<file path="config.mk">
export PLATFORM = sky130hd
export DESIGN_NAME = rip_fetch_flat
export DESIGN_NICKNAME = d
export VERILOG_FILES = /design/src/rtl/rip_fetch_pkg.sv /design/src/rtl/rip_fetch_if.sv /design/src/rtl/rip_fetch_queue.sv /design/src/rtl/rip_fetch.sv /design/src/flat_wrapper.sv
export SDC_FILE = /design/constraint.sdc
export NUM_CORES = 1
export LEC_CHECK = 0
export BUFFER_PORTS_ARGS = -buffer_cell sky130_fd_sc_hd__buf_2
export CORE_UTILIZATION = 55
export CTS_CLUSTER_SIZE = 12
export DETAILED_ROUTE_END_ITERATION = 6
export MAX_ROUTING_LAYER = met4
export PLACE_DENSITY = 0.86
export SLEW_MARGIN = 20
export SYNTH_ARGS = -nofsm -noshare
export SYNTH_HDL_FRONTEND = slang
export SYNTH_SLANG_ARGS = --single-unit
</file>
<file path="constraint.sdc">
create_clock -name clk -period 5 [get_ports clk]
set_input_delay 0.75 -clock clk [delete_from_list [all_inputs] [get_ports clk]]
set_output_delay 0.75 -clock clk [all_outputs]
set_load 0.01 [all_outputs]
</file>
<file path="src/rtl/rip_fetch_pkg.sv">
// rip_fetch_pkg: shared types and constants for the instruction-fetch stage
package rip_fetch_pkg;
  localparam int PC_W = 32;
  localparam logic [31:0] INST_NOP = 32'h0000_0013;
  typedef enum logic [1:0] {BOOT, RUN, DRAIN} FETCH_STATE_T;
endpackage

</file>
<file path="src/rtl/rip_fetch_if.sv">
// rip_fetch_if: imem request/response and decode-side signals of the fetch stage
interface rip_fetch_if;
  import rip_fetch_pkg::*;
  logic            imem_req_valid;
  logic            imem_req_ready;
  logic [PC_W-1:0] imem_addr;
  logic            imem_rsp_valid;
  logic [31:0]     imem_rsp_data;
  logic            ex_stall;
  logic            redirect;
  logic [PC_W-1:0] redirect_pc;
  logic [31:0]     inst_code;
  logic            de_ready;
  logic [PC_W-1:0] if_pc;
  logic [PC_W-1:0] de_pc;
  modport master (
    output imem_req_valid, imem_addr, inst_code, de_ready, if_pc, de_pc,
    input  imem_req_ready, imem_rsp_valid, imem_rsp_data, ex_stall, redirect, redirect_pc
  );
  modport slave (
    input  imem_req_valid, imem_addr, inst_code, de_ready, if_pc, de_pc,
    output imem_req_ready, imem_rsp_valid, imem_rsp_data, ex_stall, redirect, redirect_pc
  );
endinterface

</file>
<file path="src/rtl/rip_fetch_queue.sv">
// rip_fetch_queue: synchronous FIFO with push/pop/flush, empty/full and occupancy count
module rip_fetch_queue #(
  parameter int WIDTH = 64,
  parameter int DEPTH = 2
) (
  input  logic                   clk,
  input  logic                   rst,
  input  logic                   i_push,
  input  logic                   i_pop,
  input  logic                   i_flush,
  input  logic [WIDTH-1:0]       i_data,
  output logic [WIDTH-1:0]       o_data,
  output logic                   o_empty,
  output logic                   o_full,
  output logic [$clog2(DEPTH):0] o_count
);
  localparam int AW = $clog2(DEPTH);
  logic [WIDTH-1:0] r_mem [DEPTH];
  logic [AW-1:0]    r_wr;
  logic [AW-1:0]    r_rd;
  logic [AW:0]      r_count;
  logic             w_push;
  logic             w_pop;
  assign o_empty = r_count == '0;
  assign o_full  = r_count == (AW+1)'(DEPTH);
  assign o_count = r_count;
  assign o_data  = r_mem[r_rd];
  assign w_push  = i_push && !o_full;
  assign w_pop   = i_pop && !o_empty;
  // storage array, written only on an accepted push
  always_ff @(posedge clk) begin
    if (w_push && !i_flush) r_mem[r_wr] <= i_data;
  end
  // pointers and occupancy; flush empties the queue in one cycle
  always_ff @(posedge clk) begin
    if (rst || i_flush) begin
      r_wr    <= '0;
      r_rd    <= '0;
      r_count <= '0;
    end else begin
      r_wr    <= w_push ? r_wr + AW'(1) : r_wr;
      r_rd    <= w_pop ? r_rd + AW'(1) : r_rd;
      r_count <= r_count + (AW+1)'(w_push) - (AW+1)'(w_pop);
    end
  end
endmodule

</file>
<file path="src/rtl/rip_fetch.sv">
// rip_fetch: PC, in-order imem requests, prefetch queue and redirect drain (optional RIP_FETCH_PERF_EN bubble counter)
module rip_fetch
  import rip_fetch_pkg::*;
#(
  parameter logic [PC_W-1:0] RESET_PC    = 32'h0000_0000,
  parameter int              QUEUE_DEPTH = 2
) (
  input  logic              clk,
  input  logic              rst,
  rip_fetch_if.master       bus
`ifdef RIP_FETCH_PERF_EN
  ,
  output logic [31:0]       perf_bubble_cnt
`endif
);
  localparam int CW = $clog2(QUEUE_DEPTH) + 1;
  localparam logic [CW:0] DEPTH_W = (CW+1)'(QUEUE_DEPTH);
  FETCH_STATE_T       r_state;
  FETCH_STATE_T       w_state_nxt;
  logic [PC_W-1:0]    r_pc;
  logic [PC_W-1:0]    r_de_pc;
  logic [CW-1:0]      r_discard;
  logic [CW-1:0]      w_discard_nxt;
  logic [CW-1:0]      w_q_count;
  logic [CW-1:0]      w_t_count;
  logic [CW:0]        w_sum;
  logic               w_q_empty;
  logic               w_q_full;
  logic               w_t_empty;
  logic               w_t_full;
  logic [PC_W+31:0]   w_q_data;
  logic [PC_W-1:0]    w_tag;
  logic               w_rsp;
  logic               w_push;
  logic               w_req_fire;
  // a response with no tag pending is stray (e.g. after a mid-flight reset) and is ignored
  assign w_rsp      = bus.imem_rsp_valid && !w_t_empty;
  assign w_push     = w_rsp && r_discard == '0 && !bus.redirect;
  assign w_sum      = {1'b0, w_t_count} + {1'b0, w_q_count};
  assign bus.imem_req_valid = r_state != BOOT && !bus.redirect && w_sum < DEPTH_W && !w_t_full && !w_q_full;
  assign w_req_fire = bus.imem_req_valid && bus.imem_req_ready;
  assign bus.imem_addr = r_pc;
  assign bus.de_ready  = !w_q_empty && !bus.ex_stall && !bus.redirect;
  assign bus.inst_code = w_q_empty ? '0 : w_q_data[31:0];
  assign bus.if_pc     = w_q_empty ? '0 : w_q_data[PC_W+31:32];
  assign bus.de_pc     = r_de_pc;
  rip_fetch_queue #(.WIDTH(PC_W + 32), .DEPTH(QUEUE_DEPTH)) u_inst_q (
    .clk     (clk),
    .rst     (rst),
    .i_push  (w_push),
    .i_pop   (bus.de_ready),
    .i_flush (bus.redirect),
    .i_data  ({w_tag, bus.imem_rsp_data}),
    .o_data  (w_q_data),
    .o_empty (w_q_empty),
    .o_full  (w_q_full),
    .o_count (w_q_count)
  );
  // the tag FIFO tracks every in-flight request, so its count is the outstanding count;
  // it is never flushed because dropped responses must still retire their tags
  rip_fetch_queue #(.WIDTH(PC_W), .DEPTH(QUEUE_DEPTH)) u_tag_q (
    .clk     (clk),
    .rst     (rst),
    .i_push  (w_req_fire),
    .i_pop   (w_rsp),
    .i_flush (1'b0),
    .i_data  (r_pc),
    .o_data  (w_tag),
    .o_empty (w_t_empty),
    .o_full  (w_t_full),
    .o_count (w_t_count)
  );
  // next state and discard count; a redirect drops everything still in flight after this cycle's response
  always_comb begin
    w_discard_nxt = (w_rsp && r_discard != '0) ? r_discard - CW'(1) : r_discard;
    w_discard_nxt = bus.redirect ? w_t_count - CW'(w_rsp) : w_discard_nxt;
    w_state_nxt   = (r_state == BOOT) ? RUN : (w_discard_nxt != '0 ? DRAIN : RUN);
  end
  // state, PC and decode-aligned PC registers
  always_ff @(posedge clk) begin
    if (rst) begin
      r_state   <= BOOT;
      r_pc      <= RESET_PC;
      r_discard <= '0;
      r_de_pc   <= '0;
    end else begin
      r_state   <= w_state_nxt;
      r_discard <= w_discard_nxt;
      r_pc      <= bus.redirect ? {bus.redirect_pc[PC_W-1:2], 2'b00} : w_req_fire ? r_pc + 32'd4 : r_pc;
      r_de_pc   <= bus.de_ready ? bus.if_pc : !bus.ex_stall ? '0 : r_de_pc;
    end
  end
`ifdef RIP_FETCH_PERF_EN
  // saturating count of cycles where decode could take a word but the queue has none
  always_ff @(posedge clk) begin
    if (rst) perf_bubble_cnt <= '0;
    else if (w_q_empty && !bus.ex_stall && r_state != BOOT && perf_bubble_cnt != '1) perf_bubble_cnt <= perf_bubble_cnt + 32'd1;
  end
`endif
endmodule
</file>
<file path="src/flat_wrapper.sv">
// flat-port wrapper written by rule: the top's interface ports become plain ports
module rip_fetch_flat import rip_fetch_pkg::*;
#(
  parameter logic [PC_W-1:0] RESET_PC    = 32'h0000_0000,
  parameter int              QUEUE_DEPTH = 2
)
  (clk, rst, bus_imem_req_valid, bus_imem_addr, bus_inst_code, bus_de_ready, bus_if_pc, bus_de_pc, bus_imem_req_ready, bus_imem_rsp_valid, bus_imem_rsp_data, bus_ex_stall, bus_redirect, bus_redirect_pc);
  rip_fetch_if bus_i ();
  input  logic clk;
  input  logic rst;
  output wire logic [$bits(bus_i.imem_req_valid)-1:0] bus_imem_req_valid;
  output wire logic [$bits(bus_i.imem_addr)-1:0] bus_imem_addr;
  output wire logic [$bits(bus_i.inst_code)-1:0] bus_inst_code;
  output wire logic [$bits(bus_i.de_ready)-1:0] bus_de_ready;
  output wire logic [$bits(bus_i.if_pc)-1:0] bus_if_pc;
  output wire logic [$bits(bus_i.de_pc)-1:0] bus_de_pc;
  input wire logic [$bits(bus_i.imem_req_ready)-1:0] bus_imem_req_ready;
  input wire logic [$bits(bus_i.imem_rsp_valid)-1:0] bus_imem_rsp_valid;
  input wire logic [$bits(bus_i.imem_rsp_data)-1:0] bus_imem_rsp_data;
  input wire logic [$bits(bus_i.ex_stall)-1:0] bus_ex_stall;
  input wire logic [$bits(bus_i.redirect)-1:0] bus_redirect;
  input wire logic [$bits(bus_i.redirect_pc)-1:0] bus_redirect_pc;
  assign bus_imem_req_valid = bus_i.imem_req_valid;
  assign bus_imem_addr = bus_i.imem_addr;
  assign bus_inst_code = bus_i.inst_code;
  assign bus_de_ready = bus_i.de_ready;
  assign bus_if_pc = bus_i.if_pc;
  assign bus_de_pc = bus_i.de_pc;
  assign bus_i.imem_req_ready = bus_imem_req_ready;
  assign bus_i.imem_rsp_valid = bus_imem_rsp_valid;
  assign bus_i.imem_rsp_data = bus_imem_rsp_data;
  assign bus_i.ex_stall = bus_ex_stall;
  assign bus_i.redirect = bus_redirect;
  assign bus_i.redirect_pc = bus_redirect_pc;
  rip_fetch #(.RESET_PC(RESET_PC), .QUEUE_DEPTH(QUEUE_DEPTH)) u_core (.clk(clk), .rst(rst), .bus(bus_i));
endmodule
</file>
After elaboration in Yosys (flattened, before gate mapping)
Memory sizes are Yosys's and may differ from the RTL's. A register that Yosys moved wholly into a read port is not among the register bits.
Index checks and enable logic that the tools add are counted.
- eq/ne operators: 3
- reductions and logical operators: 33
- magnitude comparators: 1
- muxes and demuxes: 18
- add/sub/neg operators: 12
- operators with widths (cell ; count):
    two-way mux 32 bit ; 6
    adder 32 x 3 -> 32 bit (second input constant) ; 1
    logical AND 1 bit ; 16
    two-way mux 1 bit ; 9
    logical NOT 2 bit ; 4
    nonzero test 2 bit ; 4
    logical NOT 1 bit ; 6
    two-way mux 2 bit ; 3
    subtractor 2 x 1 -> 2 bit ; 3
    adder 1 bit (second input constant) ; 4
    adder 2 x 1 -> 2 bit ; 2
    == test 2 bit (second input constant) ; 2
    OR reduction 2 bit ; 2
    adder 2 x 2 -> 3 bit ; 1
    less-than comparator 3 x 2 -> 1 bit (second input constant) ; 1
    != test 2 x 1 -> 1 bit (second input constant) ; 1
    subtractor 2 x 1 -> 2 bit (second input constant) ; 1
    logical OR 1 bit ; 1
- output and inout port bits: 130
- input port bits: 70
- bits in writable memories: 192
- register bits after elaboration: 76
- memories kept: 2
- memory list (name ; depth ; width ; rd ports ; clocked after memory_dff ; write ports ; RTL line ; RTL):
    u_core.u_inst_q.r_mem ; 2 ; 64 ; 1 ; 1 ; 1 ; rip_fetch_queue.sv:18 ; logic [WIDTH-1:0] r_mem [DEPTH];
    u_core.u_tag_q.r_mem ; 2 ; 32 ; 1 ; 1 ; 1 ; rip_fetch_queue.sv:18 ;

Depth between registers and ports, before layout
Gate-level depths: netlist of run 1.
- word-level depth: 9
- depth in mapped cells: 13

Hierarchy
A second synthesis of run 1 with hierarchy kept.
- cell total of the unflattened synthesis: 801
- area, all modules: 10989.3 µm²
- modules (own cells, without submodules) (module ; cells each ; area an instance (µm²) ; instances):
    rip_fetch_queue (u_core.u_inst_q) ; 229 ; 4862.2 ; 1
    rip_fetch ; 442 ; 3563.4 ; 1
    rip_fetch_queue (u_core.u_tag_q) ; 130 ; 2563.7 ; 1

Least setup slack after synthesis of run 1
OpenSTA, ideal clock, no wires.
- path kind: input port to flip-flop
- from: input port bus_imem_rsp_valid
- to: memory u_core.u_inst_q.r_mem[0][0], enable pin
- setup time: 482 ps
- setup slack: 672 ps
- arrival time: 3845 ps
- stages: 4
- path through: o21ai_0 inv_1 nand4_1 nor2_1
- longest elaborated chain between the ends: 7
- ends and longest elaborated chain (item ; RTL line ; RTL):
    from (decl) ; flat_wrapper.sv:18 ; input wire logic [$bits(bus_i.imem_rsp_valid)-1:0] bus_imem_rsp_valid;
    logical AND 1 bit ; rip_fetch.sv:37 ; assign w_rsp = bus.imem_rsp_valid && !w_t_empty;
    logical AND 1 bit (2 in series) ; rip_fetch.sv:38 ; assign w_push = w_rsp && r_discard == '0 && !bus.redirect;
    logical AND 1 bit ; rip_fetch_queue.sv:28 ; assign w_push = i_push && !o_full;
    logical AND 1 bit ; rip_fetch_queue.sv:32 ; if (w_push && !i_flush) r_mem[r_wr] <= i_data;
    two-way mux 1 bit ; rip_fetch_queue.sv:32 ;
    two-way mux 1 bit (implied by the code) ; rip_fetch_queue.sv:32 ;
    to (decl) ; rip_fetch_queue.sv:18 ;
Every way passes these cells.

Worst setup path in the final report of run 1
- from: register u_core.u_inst_q.r_count[0] (netlist: u_core.u_inst_q.o_count[0])
- to: register u_core.u_tag_q.r_count[1] (netlist: u_core.u_tag_q.o_count[1])
- longest elaborated chain between the ends: 9
- ends and longest elaborated chain (item ; RTL line ; RTL):
    from (decl) ; rip_fetch_queue.sv:21 ; logic [AW:0] r_count;
    from (signal assigned) ; rip_fetch_queue.sv:43 ; r_count <= r_count + (AW+1)'(w_push) - (AW+1)'(w_pop);
    adder 2 x 2 -> 3 bit ; rip_fetch.sv:39 ; assign w_sum = {1'b0, w_t_count} + {1'b0, w_q_count};
    less-than comparator 3 x 2 -> 1 bit ; rip_fetch.sv:40 ; assign bus.imem_req_valid = r_state != BOOT && !bus.redirect && w_sum < DEPTH_W && !w_t_full && !w_q_full;
    logical AND 1 bit (2 in series) ; rip_fetch.sv:40 ;
    logical AND 1 bit * ; rip_fetch.sv:40 ;
    logical AND 1 bit * ; rip_fetch.sv:41 ; assign w_req_fire = bus.imem_req_valid && bus.imem_req_ready;
    logical AND 1 bit * ; rip_fetch_queue.sv:28 ;
    adder 2 x 1 -> 2 bit * ; rip_fetch_queue.sv:43 ;
    subtractor 2 x 1 -> 2 bit * ; rip_fetch_queue.sv:43 ;
    to (signal assigned) ; rip_fetch_queue.sv:43 ;
    to (decl) ; rip_fetch_queue.sv:21 ;
Mark *: on every way between the ends. The rest lies on a longest branch, timed or not.
A chain may end at the register's enable or synchronous reset.

==> impl_metrics.json, run 1 <==
{
  "worstPathMaxFanout": 19,
  "clock-root-buffer": "clkbuf_16",
  "critPathArrivalTime_ns": 3.56,
  "first_pass_iters": 5,
  "wirelength_microns": 22800,
  "postCtsSetupBuffers": 0,
  "critPathRequiredTime_ns": 5.37,
  "end_kind": "flop",
  "fp-row-count": 50,
  "hold_viol_final": 0,
  "irDropWorstVdd_uv": 262,
  "chipHeight_microns": 140,
  "route.met2.wl_microns": 10400,
  "wl_met1_microns": 9960,
  "min_path_type": "in -> reg",
  "place_area_sq_mm": 0.0116,
  "antenna_found_initial": 0,
  "wl_per_cell_microns": 18.4,
  "totalPowerFinal_mw": 5.02,
  "num-nets-final": 1060,
  "first_global_vias": 6569,
  "port_buffers": 191,
  "setup_viol": 0,
  "die_area_sq_mm": 0.0197,
  "final_area_sq_mm": 0.0125,
  "cts_sinks": 258,
  "max_clock_freq_mhz": 314,
  "dp_hpwl_microns": 14600,
  "holdBufCountCts": 0,
  "drc_errors": 0,
  "n_antenna_cell": 0,
  "vias_per_cell": 5.77,
  "fin_ws_ns": 1.81,
  "gp_congestion": 0.835,
  "syn2layout_area_growth_pct": 18.3,
  "n_fill_cell": 1291,
  "min_period_ns": 3.19,
  "cp-start-kind": "flop",
  "synth_ff_type": "edfxtp_1",
  "skew_ns": 0.00617,
  "finish.utilization": 0.666,
  "critPathKind": "reg -> reg",
  "clk_latency_ns": 0.51,
  "cts_resized": 0,
  "final_antenna_net_count": 0,
  "io_pins": 200,
  "hold_slack_ns": 0.424,
  "p_per_area_mw_per_mm2": 403,
  "syn_avg_cell_area_sq_um": 13.1,
  "maxCapViolations": 0,
  "synth.top_cell.area_share": 0.525,
  "vias": 7130,
  "rsz0062_at_grt": "false",
  "fin_cells": 1236,
  "outcome": "complete, no violations",
  "ctsHtreeMaxLevel": 1,
  "final_common_cell": "buf_2",
  "syn-cell-area_sq_mm": 0.0105,
  "clkTransAtPathRegs_ns": 0.06,
  "cts_buffers": 27,
  "yosysTopAreaCell": "edfxtp_1",
  "start_util": 0.563,
  "dp_cells": 1187,
  "synth.area.top_cells": "edfxtp_1, dfxtp_1, mux2i_1",
  "p_leak_nw": 4.60,
  "ys_types": 63,
  "fin_setup_tns_ns": 0,
  "yosysWarnings": 0,
  "worst_slew_pin_slew_ns": 1.10,
  "ys_ff_latch": 258,
  "wl_met3_microns": 1940,
  "max_slew_margin": 0.269,
  "drv_slew": 0,
  "post-place-ws_ns": 1.48,
  "grt_use_total": 0.232,
  "synth_edf_count": 184,
  "syn_inst": 801,
  "grt.overflow.total": 0,
  "async_flop_share": 0,
  "top_layer": "met4",
  "fin_crit_sh": 0.638,
  "grt_max_degree": 70,
  "drt_iter0_drc": 487,
  "drive_gt1_frac": 0.287,
  "final_cell_mix": "buf_2, edfxtp_1, nor2_1, dfxtp_1, mux2i_1",
  "cts_buffer_depth": 3,
  "cts_tree": "yes",
  "ys_seq_area_frac": 0.666,
  "die_w_microns": 140,
  "core_area_sq_mm": 0.0187,
  "grt_pass1_wl_microns": 34800
}
-- final cells by class --
cell class,count,area (sq um),share of cell area
inverters,19,71.3,0.00573
flip-flops and latches,258,7010,0.563
well taps,234,293,0.0235
multi-input cells,476,3240,0.260
clock inverters,7,86.3,0.00693
repair buffers,200,1020,0.0822
clock buffers,42,732,0.0588
-- kinds of logic (layout without fill, tap and decap cells) --
| group | after synthesis | count (layout) | share of synthesized area |
|---|---|---|---|
| flops | 258 | 258 | 0.666 |
| compound gates | 101 | 101 | 0.0628 |
| buf+inv | 72 | 268 | 0.0310 |
| xor+xnor | 13 | 13 | 0.0108 |
| simple gates | 252 | 252 | 0.124 |
| mux | 96 | 96 | 0.0950 |
| other cells | 1 | 6 | 0.000356 |
| fa+ha+maj | 8 | 8 | 0.0102 |
-- final timing paths --
check | slack, ns | end | depth (start not counted) | from
setup / recovery | 1.81 | u_core.u_tag_q.o_count[1]$_SDFF_PP0_ | 12 | u_core.u_inst_q.o_count[0]$_SDFF_PP0_
hold / removal | 0.42 | u_core.u_inst_q.r_mem[1][21]$_DFFE_PP_ | 1 | bus_imem_rsp_data[21]
setup reg to reg | 1.81 | u_core.u_tag_q.o_count[1]$_SDFF_PP0_ | 12 | u_core.u_inst_q.o_count[0]$_SDFF_PP0_
hold reg to reg | 0.49 | u_core.bus.de_pc[27]$_SDFFE_PP0P_ | 2 | u_core.bus.de_pc[27]$_SDFFE_PP0P_
-- per-layer routing --
layer  vias to the layer above  track usage
met4                         0       0.0688
li1                       3356            -
met5                         -            -
met1                      3396        0.307
met2                       336        0.368
met3                        42       0.0393
-- sequential cells by signal, summed over array words and instances (netlist names), named ones only --
signal,flops
u_core.bus.de_pc,30
u_core.u_inst_q.r_rd,1
u_core.bus.imem_addr,30
u_core.u_tag_q.r_mem,60
u_core.r_discard,2
u_core.u_tag_q.o_count,2
u_core.u_tag_q.r_wr,1
u_core.u_inst_q.r_mem,124
u_core.u_inst_q.o_count,2
u_core.r_state,2
u_core.u_tag_q.r_rd,1
u_core.u_inst_q.r_wr,1
-- cells in the mapped netlist, drive strengths merged (4+ instances only) --
cell    count
a21oi      27
a22oi      15
a31oi      22
and2        4
and3        9
buf        22
clkbuf     29
dfxtp      74
edfxtp    184
ha          7
inv        19
mux2       31
mux2i      65
nand2      34
nand3      16
nand4       8
nor2      111
nor3       15
nor4       24
o211ai      7
o21ai       9
o311ai      6
o31a        4
or3         9
or4         8
xnor2       9
xor2        4
-- where the power goes --
group | internal (mW) | switching, mW
Sequential | 2.46 | 0.0764
Clock | 1.10 | 0.752
Combinational | 0.240 | 0.384
-- worst max-delay path, cell delays in order, from the launching register on --
cell and delay (ns):
dfxtp_1 0.41, and2_1 0.17, fa_1 0.42, nor2_1 0.24
nand4_4 0.23, nor2_4 0.44, inv_2 0.24, ha_1 0.34
inv_1 0.05, ha_1 0.15, xor2_1 0.18, xnor2_1 0.14
nor2_1 0.05
Note: power is estimated with default switching activity, not from simulation.
==> inputs of run 2 (changes only) <==
clock period = 3 ns   (was 5 ns; I/O delays follow)
==> run 2 against run 1 <==
  * Critical path depth unchanged
  * Sequential share of layout area shrank 0.42 points
  * Routed wire length grew 2.0%
  * Setup slack worse by 1.6 ns
  * Power is 66% higher
  * Combinational power increased by 71%
  * Non-clock buffer count is 7 higher
  * Global-route usage rose by 0.67 points
  * Highest routed layer unchanged
==> impl_metrics.json, run 2 (synthesis gave the netlist of run 1 again) <==
{
  "outcome": "complete, no violations",
  "cts_sinks": 258,
  "die_area_sq_mm": 0.0197,
  "syn2layout_area_growth_pct": 19.2,
  "drive_gt1_frac": 0.295,
  "critPathArrivalTime_ns": 3.16,
  "n_fill_cell": 1287,
  "cts_tree": "yes",
  "first_pass_iters": 5,
  "clock-root-buffer": "clkbuf_16",
  "wl_per_cell_microns": 18.7,
  "drt_iter0_drc": 444,
  "finish.utilization": 0.671,
  "final_area_sq_mm": 0.0125,
  "worst_slew_pin_slew_ns": 0.886,
  "cp-start-kind": "flop",
  "critPathKind": "reg -> reg",
  "r2r_slack_ns": 0.21,
  "grt_max_degree": 67,
  "clk_latency_ns": 0.52,
  "num-nets-final": 1066,
  "ctsHtreeMaxLevel": 1,
  "dp_hpwl_microns": 15500,
  "totalPowerFinal_mw": 8.36,
  "gp_congestion": 0.871,
  "die_w_microns": 140,
  "setup_viol": 0,
  "rsz0062_at_grt": "false",
  "worstPathMaxFanout": 19,
  "fin_crit_sh": 0.930,
  "fp-row-count": 50,
  "holdBufCountCts": 0,
  "maxCapViolations": 0,
  "start_util": 0.563,
  "p_leak_nw": 4.64,
  "final_common_cell": "buf_2",
  "end_kind": "flop",
  "largest_reg_flops": 124,
  "crit_slowest_cell": "fa_1",
  "final_antenna_net_count": 0,
  "hold_viol_final": 0,
  "chipHeight_microns": 140,
  "cts_buffer_depth": 3,
  "hold_slack_ns": 0.120,
  "p_per_area_mw_per_mm2": 666,
  "crit_path_cell_trace": "and2_1, fa_1, nor2_2, nand4_4, nor2_4, inv_2, ha_1, inv_1, ha_1, xor2_1, xnor2_1, nor2_1",
  "grt.overflow.total": 0,
  "vias_per_cell": 5.78,
  "max_clock_freq_mhz": 358,
  "io_pins": 200,
  "min_period_ns": 2.79,
  "postCtsSetupBuffers": 0,
  "cts_buffers": 26,
  "port_buffers": 191,
  "dp_cells": 1194,
  "antenna_found_initial": 0,
  "multiInputGateArea_sq_mm": 0.00324,
  "irDropWorstVdd_uv": 372,
  "drc_errors": 0,
  "first_global_vias": 6817,
  "min_path_type": "in -> reg",
  "slowest_delay_ns": 0.44,
  "wirelength_microns": 23300,
  "cpMostUsedCell": "ha_1",
  "core_area_sq_mm": 0.0187,
  "skew_ns": 0.0101,
  "drv_slew": 0,
  "grt_pass1_wl_microns": 35900,
  "vias": 7181,
  "place_area_sq_mm": 0.0117,
  "max_slew_margin": 0.407,
  "regArea_sq_mm": 0.00701,
  "largest-register": "u_core.u_inst_q.r_mem",
  "critPathRequiredTime_ns": 3.37,
  "clkTransAtPathRegs_ns": 0.06,
  "final_cell_mix": "buf_2, edfxtp_1, nor2_1, dfxtp_1, mux2i_1",
  "fin_cells": 1243,
  "top_regs": "u_core.u_inst_q.r_mem (124), u_core.u_tag_q.r_mem (60)",
  "grt_use_total": 0.238
}
[run 2: cell types whose count changed in the layout (fill, tap and decap cells not counted), sizes merged]
cell,change
bufinv,-1
clkbuf,+3
buf,+7
clkinv,-3
diode,+1
[run 2: per-stage QoR]
step	worst slack, ns	TNS [ns]
final	0.211	0
after global routing	0.0256	0
after CTS	0.177	0
after detailed placement	0.196	0
after global placement	0.295	0
after floorplan	-1.03	-127.43
[run 2: worst max-delay path: cells and delay by family, from the launching register on]
family | cells | cell delay (ns)
DFF | 1 | 0.43
buffers and inverters | 2 | 0.20
adders and majority gates | 3 | 0.90
xor gates and xnor gates | 2 | 0.32
and+or+nand+nor | 5 | 0.79
[run 2: report_power, final]
part           switching, mW  internal, mW
sequential             0.125          4.10
combinational          0.652         0.423
clock                   1.25          1.80
[run 2: repair_timing]
item	in CTS	in global routing
gates resized for setup	0	1
endpoints found under the hold margin	0	0
setup endpoints to repair	0	1
[run 2: final timing paths]
kind                                          from                                      to  cells past startpoint
max          u_core.u_inst_q.o_count[0]$_SDFF_PP0_    u_core.u_tag_q.o_count[1]$_SDFF_PP0_                     12
min                          bus_imem_rsp_data[30]  u_core.u_inst_q.r_mem[1][30]$_DFFE_PP_                      1
min reg2reg      u_core.bus.de_pc[16]$_SDFFE_PP0P_       u_core.bus.de_pc[16]$_SDFFE_PP0P_                      2
max reg2reg  u_core.u_inst_q.o_count[0]$_SDFF_PP0_    u_core.u_tag_q.o_count[1]$_SDFF_PP0_                     12
[run 2: layout make-up]
type / instances / area share
sequential: 258 / 0.559
timing repair buffer: 207 / 0.0897
inverter: 19 / 0.00568
antenna: 1 / 0.000199
multi-input combinational: 476 / 0.258
tap: 234 / 0.0233
clock inverter: 3 / 0.00319
clock buffer: 45 / 0.0609
[run 2: routing by layer]
layer  vias up  track usage  part of all wire
met5         -            -                 0
met3        27       0.0376             0.077
met2       301        0.392              0.49
met4         0       0.0526             0.012
met1      3483        0.314              0.42
li1       3370            -                 -
